[config.mk]
export PLATFORM = sky130hd
export DESIGN_NAME = i2c_arbiter_flat
export DESIGN_NICKNAME = d
export VERILOG_FILES = /design/src/rtl/i2c_arbiter_if.sv /design/src/rtl/i2c_arbiter.sv /design/src/flat_wrapper.sv
export SDC_FILE = /design/constraint.sdc
export NUM_CORES = 1
export LEC_CHECK = 0
export BUFFER_PORTS_ARGS = -buffer_cell sky130_fd_sc_hd__clkbuf_2
export CORE_MARGIN = 2
export CORE_UTILIZATION = 44
export CTS_CLUSTER_DIAMETER = 40
export CTS_CLUSTER_SIZE = 16
export DETAILED_ROUTE_END_ITERATION = 7
export PLACE_DENSITY = 0.8
export SYNTH_ARGS = -nofsm -noshare
export SYNTH_HDL_FRONTEND = slang
export SYNTH_SLANG_ARGS = --single-unit
[constraint.sdc]
create_clock -name clk -period 3.6 [get_ports clk]
set_clock_uncertainty 0.2 [all_clocks]
set_input_delay 0.36 -clock clk [delete_from_list [all_inputs] [get_ports clk]]
set_output_delay 0.36 -clock clk [all_outputs]
set_load 0.01 [all_outputs]
[src/rtl/i2c_arbiter_if.sv]
// Bundle of requester-side and engine-side signals of the shared i2c byte-engine arbiter.
// Handshake: req_valid[i] is raised with req_rw/req_data stable and held until rsp_valid[i] pulses;
// rsp_valid is a single-cycle pulse with no back-pressure, and rsp_data/rsp_nack/rsp_err are valid with it.
interface i2c_arbiter_if #(
    parameter int NREQ = 4
);
    logic [NREQ-1:0]    req_valid;
    logic [NREQ-1:0]    req_rw;
    logic [NREQ*16-1:0] req_data;
    logic [NREQ-1:0]    rsp_valid;
    logic [7:0]         rsp_data;
    logic               rsp_nack;
    logic               rsp_err;
    logic               busy;
    logic               eng_startread;
    logic               eng_startwrite;
    logic               eng_rw;
    logic [15:0]        eng_data;
    logic               eng_done;
    logic               eng_ack;
    logic [7:0]         eng_data_out;

    // master = requesters plus the byte engine; slave = the arbiter itself
    modport master (
        output req_valid, req_rw, req_data, eng_done, eng_ack, eng_data_out,
        input  rsp_valid, rsp_data, rsp_nack, rsp_err, busy,
               eng_startread, eng_startwrite, eng_rw, eng_data
    );

    modport slave (
        input  req_valid, req_rw, req_data, eng_done, eng_ack, eng_data_out,
        output rsp_valid, rsp_data, rsp_nack, rsp_err, busy,
               eng_startread, eng_startwrite, eng_rw, eng_data
    );
endinterface

[src/rtl/i2c_arbiter.sv]
// Round-robin arbiter sharing one i2c byte engine among NREQ requesters.
// Optional eng_done watchdog is enabled by defining I2C_TIMEOUT_EN.
module i2c_arbiter #(
    parameter int NREQ        = 4,
    parameter int TIMEOUT_CYC = 65535
) (
    input  logic              clk,
    input  logic              reset,
    i2c_arbiter_if.slave      bus,
    output logic [1:0]        dbg_state
);
    localparam int IW = $clog2(NREQ);

    if (NREQ < 2 || NREQ > 8) begin : g_bad_nreq
        $error("i2c_arbiter: NREQ must be in 2..8");
    end
    if (TIMEOUT_CYC < 1 || TIMEOUT_CYC > 131071) begin : g_bad_timeout
        $error("i2c_arbiter: TIMEOUT_CYC must fit the 17-bit counter");
    end

    typedef enum logic [1:0] {
        S_IDLE  = 2'd0,
        S_ISSUE = 2'd1,
        S_WAIT  = 2'd2,
        S_RESP  = 2'd3
    } state_t;

    state_t          state, state_nx;
    logic [IW-1:0]   ptr, gnt, sel_idx;
    logic            sel_found;
    logic            done_q, done_rise, wait_first;
    logic            eng_rw_q;
    logic [15:0]     eng_data_q;
    logic [7:0]      rsp_data_q, rsp_data_nx;
    logic            rsp_nack_q, rsp_nack_nx;
    logic            busy_q;
    logic            load_rsp;
    logic [NREQ-1:0] rsp_valid_c;

    function automatic logic [IW-1:0] wrap_add(input logic [IW-1:0] a, input int b);
        int s;
        s = int'(a) + b;
        if (s >= NREQ) s = s - NREQ;
        return IW'(s);
    endfunction

    assign done_rise = bus.eng_done & ~done_q;

    // First pending requester at or after ptr, wrapping around
    always_comb begin
        sel_found = 1'b0;
        sel_idx   = '0;
        for (int off = 0; off < NREQ; off++) begin
            if (!sel_found && bus.req_valid[wrap_add(ptr, off)]) begin
                sel_found = 1'b1;
                sel_idx   = wrap_add(ptr, off);
            end
        end
    end

`ifdef I2C_TIMEOUT_EN
    logic [16:0] tmo_cnt;
    logic        tmo_hit;
    logic        rsp_err_q, rsp_err_nx;

    // True on the TIMEOUT_CYC-th WAIT cycle
    assign tmo_hit = (tmo_cnt >= 17'(TIMEOUT_CYC - 1));
`endif

    always_comb begin
        state_nx    = state;
        load_rsp    = 1'b0;
        rsp_data_nx = rsp_data_q;
        rsp_nack_nx = rsp_nack_q;
`ifdef I2C_TIMEOUT_EN
        rsp_err_nx  = rsp_err_q;
`endif
        unique case (state)
            S_IDLE:  if (sel_found) state_nx = S_ISSUE;
            S_ISSUE: state_nx = S_WAIT;
            S_WAIT: begin
                // The engine may still show a stale done level right after the strobe
                if (done_rise && !wait_first) begin
                    load_rsp    = 1'b1;
                    rsp_data_nx = bus.eng_data_out;
                    rsp_nack_nx = ~bus.eng_ack;
`ifdef I2C_TIMEOUT_EN
                    rsp_err_nx  = 1'b0;
`endif
                    state_nx    = S_RESP;
                end
`ifdef I2C_TIMEOUT_EN
                else if (tmo_hit) begin
                    load_rsp    = 1'b1;
                    rsp_data_nx = 8'h00;
                    rsp_nack_nx = 1'b1;
                    rsp_err_nx  = 1'b1;
                    state_nx    = S_RESP;
                end
`endif
            end
            S_RESP:  state_nx = S_IDLE;
            default: state_nx = S_IDLE;
        endcase
    end

    always_ff @(posedge clk) begin
        if (reset) begin
            state      <= S_IDLE;
            ptr        <= '0;
            gnt        <= '0;
            done_q     <= 1'b0;
            wait_first <= 1'b0;
            eng_rw_q   <= 1'b0;
            eng_data_q <= '0;
            rsp_data_q <= '0;
            rsp_nack_q <= 1'b0;
            busy_q     <= 1'b0;
        end else begin
            state      <= state_nx;
            done_q     <= bus.eng_done;
            wait_first <= (state == S_ISSUE);
            busy_q     <= (state_nx != S_IDLE);
            if (state == S_IDLE && sel_found) begin
                gnt        <= sel_idx;
                eng_rw_q   <= bus.req_rw[sel_idx];
                eng_data_q <= bus.req_data[{sel_idx, 4'b0000} +: 16];
            end
            if (load_rsp) begin
                rsp_data_q <= rsp_data_nx;
                rsp_nack_q <= rsp_nack_nx;
            end
            if (state == S_RESP) ptr <= wrap_add(gnt, 1);
        end
    end

`ifdef I2C_TIMEOUT_EN
    always_ff @(posedge clk) begin
        if (reset) begin
            tmo_cnt   <= '0;
            rsp_err_q <= 1'b0;
        end else begin
            if (state == S_ISSUE)     tmo_cnt <= '0;
            else if (state == S_WAIT) tmo_cnt <= tmo_cnt + 17'd1;
            if (load_rsp) rsp_err_q <= rsp_err_nx;
        end
    end
    assign bus.rsp_err = rsp_err_q;
`else
    assign bus.rsp_err = 1'b0;
`endif

    always_comb begin
        rsp_valid_c = '0;
        if (state == S_RESP) rsp_valid_c[gnt] = 1'b1;
    end

    assign bus.rsp_valid      = rsp_valid_c;
    assign bus.rsp_data       = rsp_data_q;
    assign bus.rsp_nack       = rsp_nack_q;
    assign bus.busy           = busy_q;
    assign bus.eng_startread  = (state == S_ISSUE) &  eng_rw_q;
    assign bus.eng_startwrite = (state == S_ISSUE) & ~eng_rw_q;
    assign bus.eng_rw         = eng_rw_q;
    assign bus.eng_data       = eng_data_q;
    assign dbg_state          = state;
endmodule

[src/flat_wrapper.sv]
// flat-port wrapper written by rule: the top's interface ports become plain ports
module i2c_arbiter_flat 
#(
    parameter int NREQ        = 4,
    parameter int TIMEOUT_CYC = 65535
)
  (clk, reset, dbg_state, bus_req_valid, bus_req_rw, bus_req_data, bus_eng_done, bus_eng_ack, bus_eng_data_out, bus_rsp_valid, bus_rsp_data, bus_rsp_nack, bus_rsp_err, bus_busy, bus_eng_startread, bus_eng_startwrite, bus_eng_rw, bus_eng_data);
  i2c_arbiter_if #(.NREQ(NREQ)) bus_i ();
  input  logic clk;
  input  logic reset;
  output logic [1:0] dbg_state;
  input wire logic [$bits(bus_i.req_valid)-1:0] bus_req_valid;
  input wire logic [$bits(bus_i.req_rw)-1:0] bus_req_rw;
  input wire logic [$bits(bus_i.req_data)-1:0] bus_req_data;
  input wire logic [$bits(bus_i.eng_done)-1:0] bus_eng_done;
  input wire logic [$bits(bus_i.eng_ack)-1:0] bus_eng_ack;
  input wire logic [$bits(bus_i.eng_data_out)-1:0] bus_eng_data_out;
  output wire logic [$bits(bus_i.rsp_valid)-1:0] bus_rsp_valid;
  output wire logic [$bits(bus_i.rsp_data)-1:0] bus_rsp_data;
  output wire logic [$bits(bus_i.rsp_nack)-1:0] bus_rsp_nack;
  output wire logic [$bits(bus_i.rsp_err)-1:0] bus_rsp_err;
  output wire logic [$bits(bus_i.busy)-1:0] bus_busy;
  output wire logic [$bits(bus_i.eng_startread)-1:0] bus_eng_startread;
  output wire logic [$bits(bus_i.eng_startwrite)-1:0] bus_eng_startwrite;
  output wire logic [$bits(bus_i.eng_rw)-1:0] bus_eng_rw;
  output wire logic [$bits(bus_i.eng_data)-1:0] bus_eng_data;
  assign bus_i.req_valid = bus_req_valid;
  assign bus_i.req_rw = bus_req_rw;
  assign bus_i.req_data = bus_req_data;
  assign bus_i.eng_done = bus_eng_done;
  assign bus_i.eng_ack = bus_eng_ack;
  assign bus_i.eng_data_out = bus_eng_data_out;
  assign bus_rsp_valid = bus_i.rsp_valid;
  assign bus_rsp_data = bus_i.rsp_data;
  assign bus_rsp_nack = bus_i.rsp_nack;
  assign bus_rsp_err = bus_i.rsp_err;
  assign bus_busy = bus_i.busy;
  assign bus_eng_startread = bus_i.eng_startread;
  assign bus_eng_startwrite = bus_i.eng_startwrite;
  assign bus_eng_rw = bus_i.eng_rw;
  assign bus_eng_data = bus_i.eng_data;
  i2c_arbiter #(.NREQ(NREQ), .TIMEOUT_CYC(TIMEOUT_CYC)) u_core (.clk(clk), .reset(reset), .bus(bus_i), .dbg_state(dbg_state));
endmodule
==> results of run 1 <==
[critical path, cell delays in order (launching register included)]
cell,delay [ns]
dfxtp_1,0.39
nand2b_1,0.15
nand4b_1,0.50
nand2_4,0.46
mux2_2,0.38
a221o_1,0.32
[state kept, by name, indices dropped and copies added (netlist names)]
register / count
u_core.bus.busy: 1
u_core.bus.eng_data: 16
u_core.bus.eng_rw: 1
u_core.bus.rsp_data: 8
u_core.bus.rsp_nack: 1
u_core.dbg_state: 2
u_core.done_q: 1
u_core.gnt: 2
u_core.ptr: 2
u_core.wait_first: 1
[kinds of logic after synthesis]
kind of cell / after synthesis / share of synthesized area
compound gates: 63 / 0.243
simple gates: 59 / 0.168
flops: 35 / 0.337
mux: 27 / 0.140
buf+inv: 23 / 0.0565
fa+ha+maj: 9 / 0.0541
other cells: 1 / 0.00180
[power breakdown]
part           switching [mW]  internal, mW  total [mW]
Sequential             0.0710         0.492       0.563
Clock                   0.142         0.175       0.317
Combinational           0.329         0.300       0.629
[cell type report]
class	count	area (µm²)
inverter	8	30.0
tap	54	67.6
sequential	35	701
clock buffer	8	100
fill	414	1840
timing repair buffer	121	613
multi-input combinational	159	1280
[final timing paths]
path | slack (ns) | to | cells after the start | from
setup / recovery | 1.09 | u_core.bus.eng_data[11] | 5 | u_core.ptr[0]
hold / removal | 0.05 | u_core.bus.rsp_nack | 2 | bus_eng_ack
setup reg to reg | 1.09 | u_core.bus.eng_data[11] | 5 | u_core.ptr[0]
hold reg to reg | 0.28 | u_core.bus.eng_data[2] | 1 | u_core.bus.eng_data[2]
[through the flow]
stage | utilization | instance area (µm²) | power [mW]
after floorplan | - | 2080 | 0.972
final | 0.604 | 2790 | 1.51
after global placement | 0.582 | 2690 | 1.19
after global routing | 0.604 | 2790 | 1.62
after detailed placement | 0.582 | 2690 | 1.21
after CTS | 0.604 | 2790 | 1.52
[cell usage after synthesis, types with 2 or more instances]
| master | instances |
|---|---|
| a21oi_1 | 5 |
| a211oi_1 | 2 |
| dfxtp_1 | 35 |
| nand4b_1 | 2 |
| o21ai_0 | 2 |
| and2_1 | 5 |
| nor2b_1 | 6 |
| nor2_1 | 17 |
| buf_6 | 3 |
| buf_4 | 2 |
| o21a_1 | 18 |
| and3_1 | 17 |
| ha_1 | 9 |
| clkbuf_1 | 8 |
| mux2i_1 | 10 |
| mux2_2 | 17 |
| nand2_1 | 2 |
| a21boi_0 | 17 |
| inv_1 | 8 |
| nand2b_1 | 3 |
| a221o_1 | 17 |
[layer usage]
metal	vias up	wire, µm
li1	1019	-
met1	928	2370
met2	79	2730
met3	8	367
met4	0	83
met5	-	0
==> reports/qor.csv, run 1 <==
stage,metric,value,unit
outcome,outcome,"finished, final reports clean",
power_and_ir_drop,power_leakage,1.37,nW
layout,instances_no_fill,385,
clock_tree,holdBufCountCts,0,
floorplanning,rows,25,
logic_synthesis,yosys-top-cells-area,"dfxtp_1 34%, mux2_2 9.2%, a221o_1 8.2%",
clock_tree,cts_htree_levels,2,
timing,fin_setup_tns,0,ns
clock_tree,root_buffer,clkbuf_8,
logic_synthesis,synthesis.area,0.00208,mm²
floorplanning,num_io_pins,120,
timing,min_period_over_period,0.697,
logic_synthesis,synth.distinct_cells,33,
flow_run,cap_violations,0,
worst_hold_path,min_path_type,in2reg,
power_and_ir_drop,ir_worst_vdd,0.348,mV
setup_path,cp_max_fo,18,
layout,nets,423,
placed_design,numPortBuffers,118,
timing,period_needed,2.51,ns
layout,num_antenna_cells,0,
setup_path,endpoint_kind,flip-flop,
layout,layout_commonest_cell,clkbuf_2,
timing,max_freq,0.398,GHz
clock_tree,worstSkewPairLatency,0.27,ns
timing,whs,0.0542,ns
global_route,met1_usage,0.240,
clock_tree,postCtsSetupBuffers,0,
global_route,met2_usage,0.359,
clock_tree,cts.repair.resized,0,
clock_tree,cts_tree,yes,
logic_synthesis,synth_area_leader_cell,dfxtp_1,
timing,rsz0062_at_grt,no,
global_route,use_met3,0.0497,
timing,relSlewSlack,0.236,
logic_synthesis,synth_top_flop_cell,dfxtp_1,
placed_design,post-place-ws,0.975,ns
route,vias,2034,
logic_synthesis,synth_nets,310,
placed_design,dp_cells,377,
clock_tree,cts.clk_slew.worst_paths,0.07,ns
timing,setup_viol,0,
setup_path,arrival,2.48,ns
floorplanning,initial_utilization,0.450,
logic_synthesis,yosysSeqAreaShare,0.337,
global_route,antenna_found_initial,0,
logic_synthesis,yosysTopAreaCellShare,0.337,
route,first_pass_iters,4,
logic_synthesis,async_reset_ff_frac,0,
route,drc,0,
layout,layout-drive-gt1-share,0.456,
logic_synthesis,avgSynthCellArea,9.59,µm²
timing,slew_viol_final,0,
layout,layout_common_cells,"118 x clkbuf_2, 35 x dfxtp_1, 18 x o21a_1",
logic_synthesis,synth_seq_cells,35,
route,drt_iter0_markers,76,
logic_synthesis,syn_inst,217,
clock_tree,clkSinkCount,35,
placed_design,dp_hpwl,4260,µm
logic_synthesis,yosys_warnings,0,
route,wl,5550,µm
setup_path,crit_type,reg2reg,
layout,syn2layout_area_growth,34.2,%
floorplanning,die_h,72.8,µm
global_route,grt_first_pass_wirelength,8600,µm
floorplanning,core_area,0.00463,mm²
placed_design,finalWeightedCongestion,0.758,
power_and_ir_drop,power_density,540,mW/mm²
global_route,grt_busiest_layer,met2,
floorplanning,die_w,72.8,µm
logic_synthesis,synth_edf_count,0,
clock_tree,clockBufferDepth,2,
timing,tightest_slew,1.14,ns
global_route,grt_start_max_net_pins,36,
timing,hold_viol,0,
route,wl_per_cell,14.4,µm
global_route,overflow,0,
route,antenna_left,0,
route,viasPerCell,5.28,
timing,worst_slack,1.09,ns
setup_path,crit_path_start_kind,flip-flop,
floorplanning,dieArea,0.00530,mm²
global_route,grt_usage,0.205,
setup_path,required,3.56,ns
global_route,grt_pass1_vias,1958,
clock_tree,cts_buffers,5,
(Power assumes the default switching activity.)
==> run 2, diff against run 1 <==
Settings changed: CORE_UTILIZATION 44 to 40, PLACE_DENSITY 0.8 to 0.77.
Clock period 3.6 ns to 2.3 ns, I/O delays scaled along.
==> reports/qor.csv, run 2 (synthesis results as in run 1) <==
stage,metric,value,unit,change
placed_design,dp_hpwl,4250,µm,-0.18%
flow_run,cap_violations,0,,unchanged
route,viasPerCell,5.01,,-5.2%
setup_path,cp_num_buf_inv,1,,+1
power_and_ir_drop,power_leakage,1.46,nW,+6.9%
layout,layout_commonest_cell,clkbuf_2,,
worst_hold_path,min_path_type,in2reg,,
clock_tree,root_buffer,clkbuf_8,,
timing,relSlewSlack,0.546,,+0.309
layout,layout_common_cells,"118 x clkbuf_2, 34 x dfxtp_1, 18 x o21a_1",,
worst_hold_path,min_to,u_core.bus.eng_data[3],,
layout,final_util,0.594,,-0.00958
route,wl,5700,µm,+2.8%
global_route,grt_pass1_vias,2180,,+11%
route,antenna_left,0,,unchanged
timing,hold_viol,0,,unchanged
setup_path,required,2.27,ns,-1.29 ns
power_and_ir_drop,power.total,2.40,mW,+59%
worst_hold_path,hold_start,bus_req_data[3],,
clock_tree,cts_tree,yes,,
timing,min_period_over_period,0.964,,+0.267
placed_design,place_area,0.00279,mm²,+3.5%
layout,num_antenna_cells,0,,unchanged
route,drt_iter0_markers,71,,-6.6%
layout,seqCellArea,702,µm²,+0.18%
floorplanning,core_area,0.00507,mm²,+9.6%
clock_tree,worstSkewPairLatency,0.28,ns,about the same
power_and_ir_drop,power_density,795,mW/mm²,+47%
clock_tree,clkSinkCount,35,,unchanged
worst_hold_path,holdPathStages,3,,+1
floorplanning,die_h,76.1,µm,+4.6%
placed_design,numPortBuffers,118,,unchanged
timing,slew_viol_final,0,,unchanged
global_route,grt_first_pass_wirelength,9830,µm,+14%
setup_path,max_stage_delay,0.58,ns,+0.08 ns
setup_path,endpoint_kind,flip-flop,,
clock_tree,cts_htree_levels,2,,unchanged
setup_path,reg2reg_slack,0.08,ns,-1.01 ns
route,wl_per_cell,13.5,µm,-6.2%
floorplanning,num_io_pins,120,,unchanged
clock_tree,cts.clk_slew.worst_paths,0.07,ns,about the same
setup_path,r2r_cells,5,,unchanged
timing,setup_viol,0,,unchanged
floorplanning,die_w,76.1,µm,+4.6%
global_route,overflow,0,,unchanged
floorplanning,initial_utilization,0.410,,-0.0395
setup_path,crit_chain,"buf_4, or4_4, nand2_8, mux2_2, a221o_1",,
layout,multiInputGateArea,0.00130,mm²,+1.2%
layout,syn2layout_area_growth,44.8,%,
route,vias,2114,,+3.9%
global_route,antenna_found_initial,0,,unchanged
layout,final_area,0.00301,mm²,+7.9%
route,drc,0,,unchanged
power_and_ir_drop,ir_worst_vdd,0.628,mV,+81%
global_route,grt_usage,0.204,,-0.000664
outcome,outcome,"finished, final reports clean",,
setup_path,arrival,2.19,ns,-0.29 ns
setup_path,cp_max_fo,17,,-1
timing,max_freq,0.451,GHz,+13%
setup_path,crit_path_start_kind,flip-flop,,
timing,rsz0062_at_grt,no,,
global_route,grt_start_max_net_pins,35,,-2.8%
setup_path,r2r_start,u_core.ptr[1],,
layout,nets,444,,+5.0%
floorplanning,rows,26,,+4.0%
clock_tree,clockBufferDepth,2,,unchanged
layout,layout-drive-gt1-share,0.463,,+0.00687
setup_path,cp_slowest_cell,or4_4,,
route,first_pass_iters,4,,unchanged
timing,tightest_slew,0.679,ns,-0.460 ns
setup_path,cpLargestDelayFamily,simple AND/OR/NAND/NOR gates,,
placed_design,finalWeightedCongestion,0.886,,+17%
setup_path,crit_type,reg2reg,,
timing,period_needed,2.22,ns,-0.293 ns
setup_path,r2r-end,u_core.bus.eng_data[14],,
layout,fillers,467,,+13%
floorplanning,dieArea,0.00580,mm²,+9.4%
layout,largest_reg_flops,16,,unchanged
clock_tree,cts_buffers,5,,unchanged
setup_path,cp.depth,5,,unchanged
## run 2: cell types whose count changed in the layout (fill, tap and decap cells not counted), sizes merged
cell	previous run	this run
clkinv	0	1
clkbuf	126	124
buf	3	14
dlygate4sd3	0	10
clkinvlp	0	1
## run 2: cell type report
| type | instances | area share |
|---|---|---|
| flip-flops and latches | 35 | 0.233 |
| clock inverters | 2 | 0.00415 |
| clock buffers | 6 | 0.0241 |
| inverters | 8 | 0.00996 |
| repair buffers | 142 | 0.269 |
| well taps | 70 | 0.0291 |
| multi-input cells | 159 | 0.430 |
## run 2: timing repair
| item | in CTS | in global routing |
|---|---|---|
| hold endpoints to repair | 10 | 0 |
| hold buffers | 10 | 0 |
| pin swaps | 0 | 3 |
| setup endpoints to repair | 17 | 17 |
| setup buffers | 0 | 1 |
| resized for setup | 1 | 3 |
## run 2: per-layer routing
| layer | wire, µm | part of all wire | up-vias | global-route usage |
|---|---|---|---|---|
| li1 | - | - | 1057 | - |
| met1 | 2340 | 0.41 | 960 | 0.227 |
| met2 | 2830 | 0.50 | 86 | 0.370 |
| met3 | 450 | 0.079 | 11 | 0.0581 |
| met4 | 82 | 0.014 | 0 | 0.0745 |
| met5 | 0 | 0 | - | 0 |
## run 2: worst max-delay path by stage
stage / endpoint / from / slack, ns
global placement: u_core.bus.eng_data[3] / u_core.ptr[0] / -0.07
floorplan: u_core.bus.eng_data[0] / u_core.ptr[0] / 0.005
global route: u_core.bus.eng_data[14] / u_core.ptr[1] / 0.02
CTS: u_core.bus.eng_data[14] / u_core.ptr[0] / 0.008
detailed placement: u_core.bus.eng_data[5] / u_core.ptr[0] / -0.12
finish: u_core.bus.eng_data[14] / u_core.ptr[1] / 0.08
## run 2: report_power, final
group | leakage (nW) | internal (mW) | switching, mW
clock network | 0.0412 | 0.212 | 0.223
registers | 0.288 | 0.771 | 0.0983
logic | 1.13 | 0.533 | 0.558
## run 2: tightest hold or removal path: stages
cell,delay (ns)
clkbuf_2,0.07
mux2_2,0.13
a221o_1,0.12
## run 2: through the flow
step | setup TNS [ns] | setup WS [ns] | std cells | hold slack, ns
2_1_floorplan | 0 | 0.00512 | 217 | 0.126
3_3_place_gp | -1.13 | -0.0682 | 403 | 0.212
3_5_place_dp | -1.86 | -0.123 | 403 | 0.232
4_1_cts | 0 | 0.00804 | 421 | 0.0902
5_1_grt | 0 | 0.0180 | 422 | 0.105
6_report | 0 | 0.0819 | 422 | 0.0992
==> run 3, diff against run 2 <==
--- a/config.mk
+++ b/config.mk
@@ -13,4 +13,5 @@
 export DETAILED_ROUTE_END_ITERATION = 7
 export PLACE_DENSITY = 0.77
+export SETUP_SLACK_MARGIN = 0.15
 export SYNTH_ARGS = -nofsm -noshare
 export SYNTH_HDL_FRONTEND = slang
==> constraint.sdc (replaced) <==
create_clock -name clk -period 2.3 [get_ports clk]
set_clock_uncertainty 0.2 [all_clocks]
set_input_delay 0.46 -clock clk [delete_from_list [all_inputs] [get_ports clk]]
set_output_delay 0.46 -clock clk [all_outputs]
set_load 0.01 [all_outputs]
==> reports/qor.csv, run 3 (synthesis results as in run 1) <==
stage,metric,value,unit,change
setup_path,required,2.27,ns,about the same
power_and_ir_drop,ir_worst_vdd,0.490,mV,-22%
setup_path,arrival,2.11,ns,-0.08 ns
setup_path,cp_max_fo,34,,+17
route,antenna_left,0,,unchanged
layout,syn2layout_area_growth,44.2,%,
clock_tree,worstSkewPairLatency,0.29,ns,about the same
route,wl_per_cell,13.0,µm,-3.5%
layout,layout_commonest_cell,clkbuf_2,,
floorplanning,core_area,0.00507,mm²,unchanged
power_and_ir_drop,power_leakage,1.49,nW,+1.9%
clock_tree,root_buffer,clkbuf_8,,
layout,largest_reg_flops,16,,unchanged
timing,relSlewSlack,0.535,,-0.0105
timing,min_period_over_period,0.929,,-0.0350
route,viasPerCell,4.87,,-2.8%
clock_tree,clkSinkCount,35,,unchanged
floorplanning,dieArea,0.00580,mm²,unchanged
placed_design,numPortBuffers,118,,unchanged
flow_run,cap_violations,0,,unchanged
setup_path,crit_path_start_kind,input port,,
timing,fin_setup_tns,0,ns,unchanged
clock_tree,cts.clk_slew.worst_paths,0.08,ns,about the same
clock_tree,postCtsSetupBuffers,0,,unchanged
timing,max_freq,0.468,GHz,+3.8%
timing,period_needed,2.14,ns,-0.0806 ns
layout,layout_common_cells,"118 x clkbuf_2, 34 x dfxtp_1, 18 x o21a_1, 18 x buf_4",,
worst_hold_path,min_path_type,in2reg,,
timing,hold_viol,0,,unchanged
layout,layout-drive-gt1-share,0.491,,+0.0283
timing,slew_viol_final,0,,unchanged
floorplanning,die_w,76.1,µm,unchanged
route,wl,5450,µm,-4.4%
route,first_pass_iters,4,,unchanged
layout,nets,440,,-0.90%
timing,rsz0062_at_grt,yes,,
power_and_ir_drop,power_density,809,mW/mm²,+1.8%
route,vias,2035,,-3.7%
timing,tightest_slew,0.695,ns,+0.0157 ns
setup_path,crit_type,in2reg,,
outcome,outcome,"finished, final reports clean",,
clock_tree,holdBufCountCts,0,,-10
layout,num_antenna_cells,0,,unchanged
setup_path,endpoint_kind,flip-flop,,
route,drt_iter0_markers,46,,-35%
global_route,grt_pass1_vias,2010,,-7.8%
global_route,grt_usage,0.187,,-0.0174
floorplanning,rows,26,,unchanged
floorplanning,die_h,76.1,µm,unchanged
floorplanning,num_io_pins,120,,unchanged
layout,fillers,477,,+2.1%
timing,setup_viol,0,,unchanged
global_route,grt_first_pass_wirelength,8870,µm,-9.7%
clock_tree,clockBufferDepth,2,,unchanged
global_route,antenna_found_initial,0,,unchanged
clock_tree,cts_htree_levels,2,,unchanged
global_route,overflow,0,,unchanged
clock_tree,cts_buffers,5,,unchanged
clock_tree,cts_tree,yes,,
floorplanning,initial_utilization,0.410,,unchanged
layout,final_area,0.00300,mm²,-0.37%
placed_design,place_area,0.00289,mm²,+3.5%
global_route,grt_start_max_net_pins,35,,unchanged
placed_design,dp_hpwl,4130,µm,-2.8%
route,drc,0,,unchanged
placed_design,finalWeightedCongestion,0.806,,-9.1%
## run 3: stage by stage
stage	hold WS [ns]	utilization	setup WS (ns)	std cells	total power, mW
4_1_cts	0.142	0.589	0.159	417	2.44
2_1_floorplan	0.278	-	-0.0467	217	1.55
3_5_place_dp	0.274	0.569	-0.212	409	1.97
6_report	0.146	0.592	0.163	418	2.43
3_3_place_gp	0.271	0.569	-0.161	409	1.94
5_1_grt	0.137	0.592	0.107	418	2.62
## run 3: path summary, 6_finish.rpt
check        slack (ns)  depth (start not counted)               startpoint                       to
min reg2reg        0.29                          1  u_core.bus.eng_data[10]  u_core.bus.eng_data[10]
max reg2reg        0.20                          5            u_core.ptr[1]   u_core.bus.eng_data[0]
max                0.16                          7         bus_req_valid[2]   u_core.bus.eng_data[0]
min                0.15                          2              bus_eng_ack      u_core.bus.rsp_nack
## run 3: repair_timing
action	in CTS	in global routing
cloned	0	1
gates resized for setup	1	2
hold endpoints to repair	0	0
pin swaps	0	3
endpoints found under the setup margin	17	17
## run 3: worst max-delay path: stages
cell      delay [ns]
clkbuf_2        0.09
nor2b_4         0.12
or4_4           0.62
buf_6           0.22
and3_1          0.17
o21a_1          0.16
a221o_1         0.26
## run 3: per-layer routing
layer,track usage,vias up,share of wire
li1,-,1052,-
met1,0.215,897,0.45
met2,0.334,77,0.47
met3,0.0427,9,0.063
met4,0.0764,0,0.020
met5,0,-,0
## run 3: final cells by class
| cell class | instances | area (µm²) | share of cell area |
|---|---|---|---|
| multi-input combinational | 160 | 1350 | 0.451 |
| timing repair buffer | 137 | 737 | 0.245 |
| sequential | 35 | 702 | 0.234 |
| tap | 70 | 87.6 | 0.0292 |
| clock buffer | 5 | 68.8 | 0.0229 |
| inverter | 8 | 30.0 | 0.0100 |
| clock inverter | 3 | 23.8 | 0.00792 |
## run 3: report_power, final
group	leakage (nW)	total, mW	internal [mW]	switching [mW]
Sequential	0.288	0.869	0.770	0.0983
Clock	0.0408	0.461	0.216	0.245
Combinational	1.16	1.10	0.548	0.551
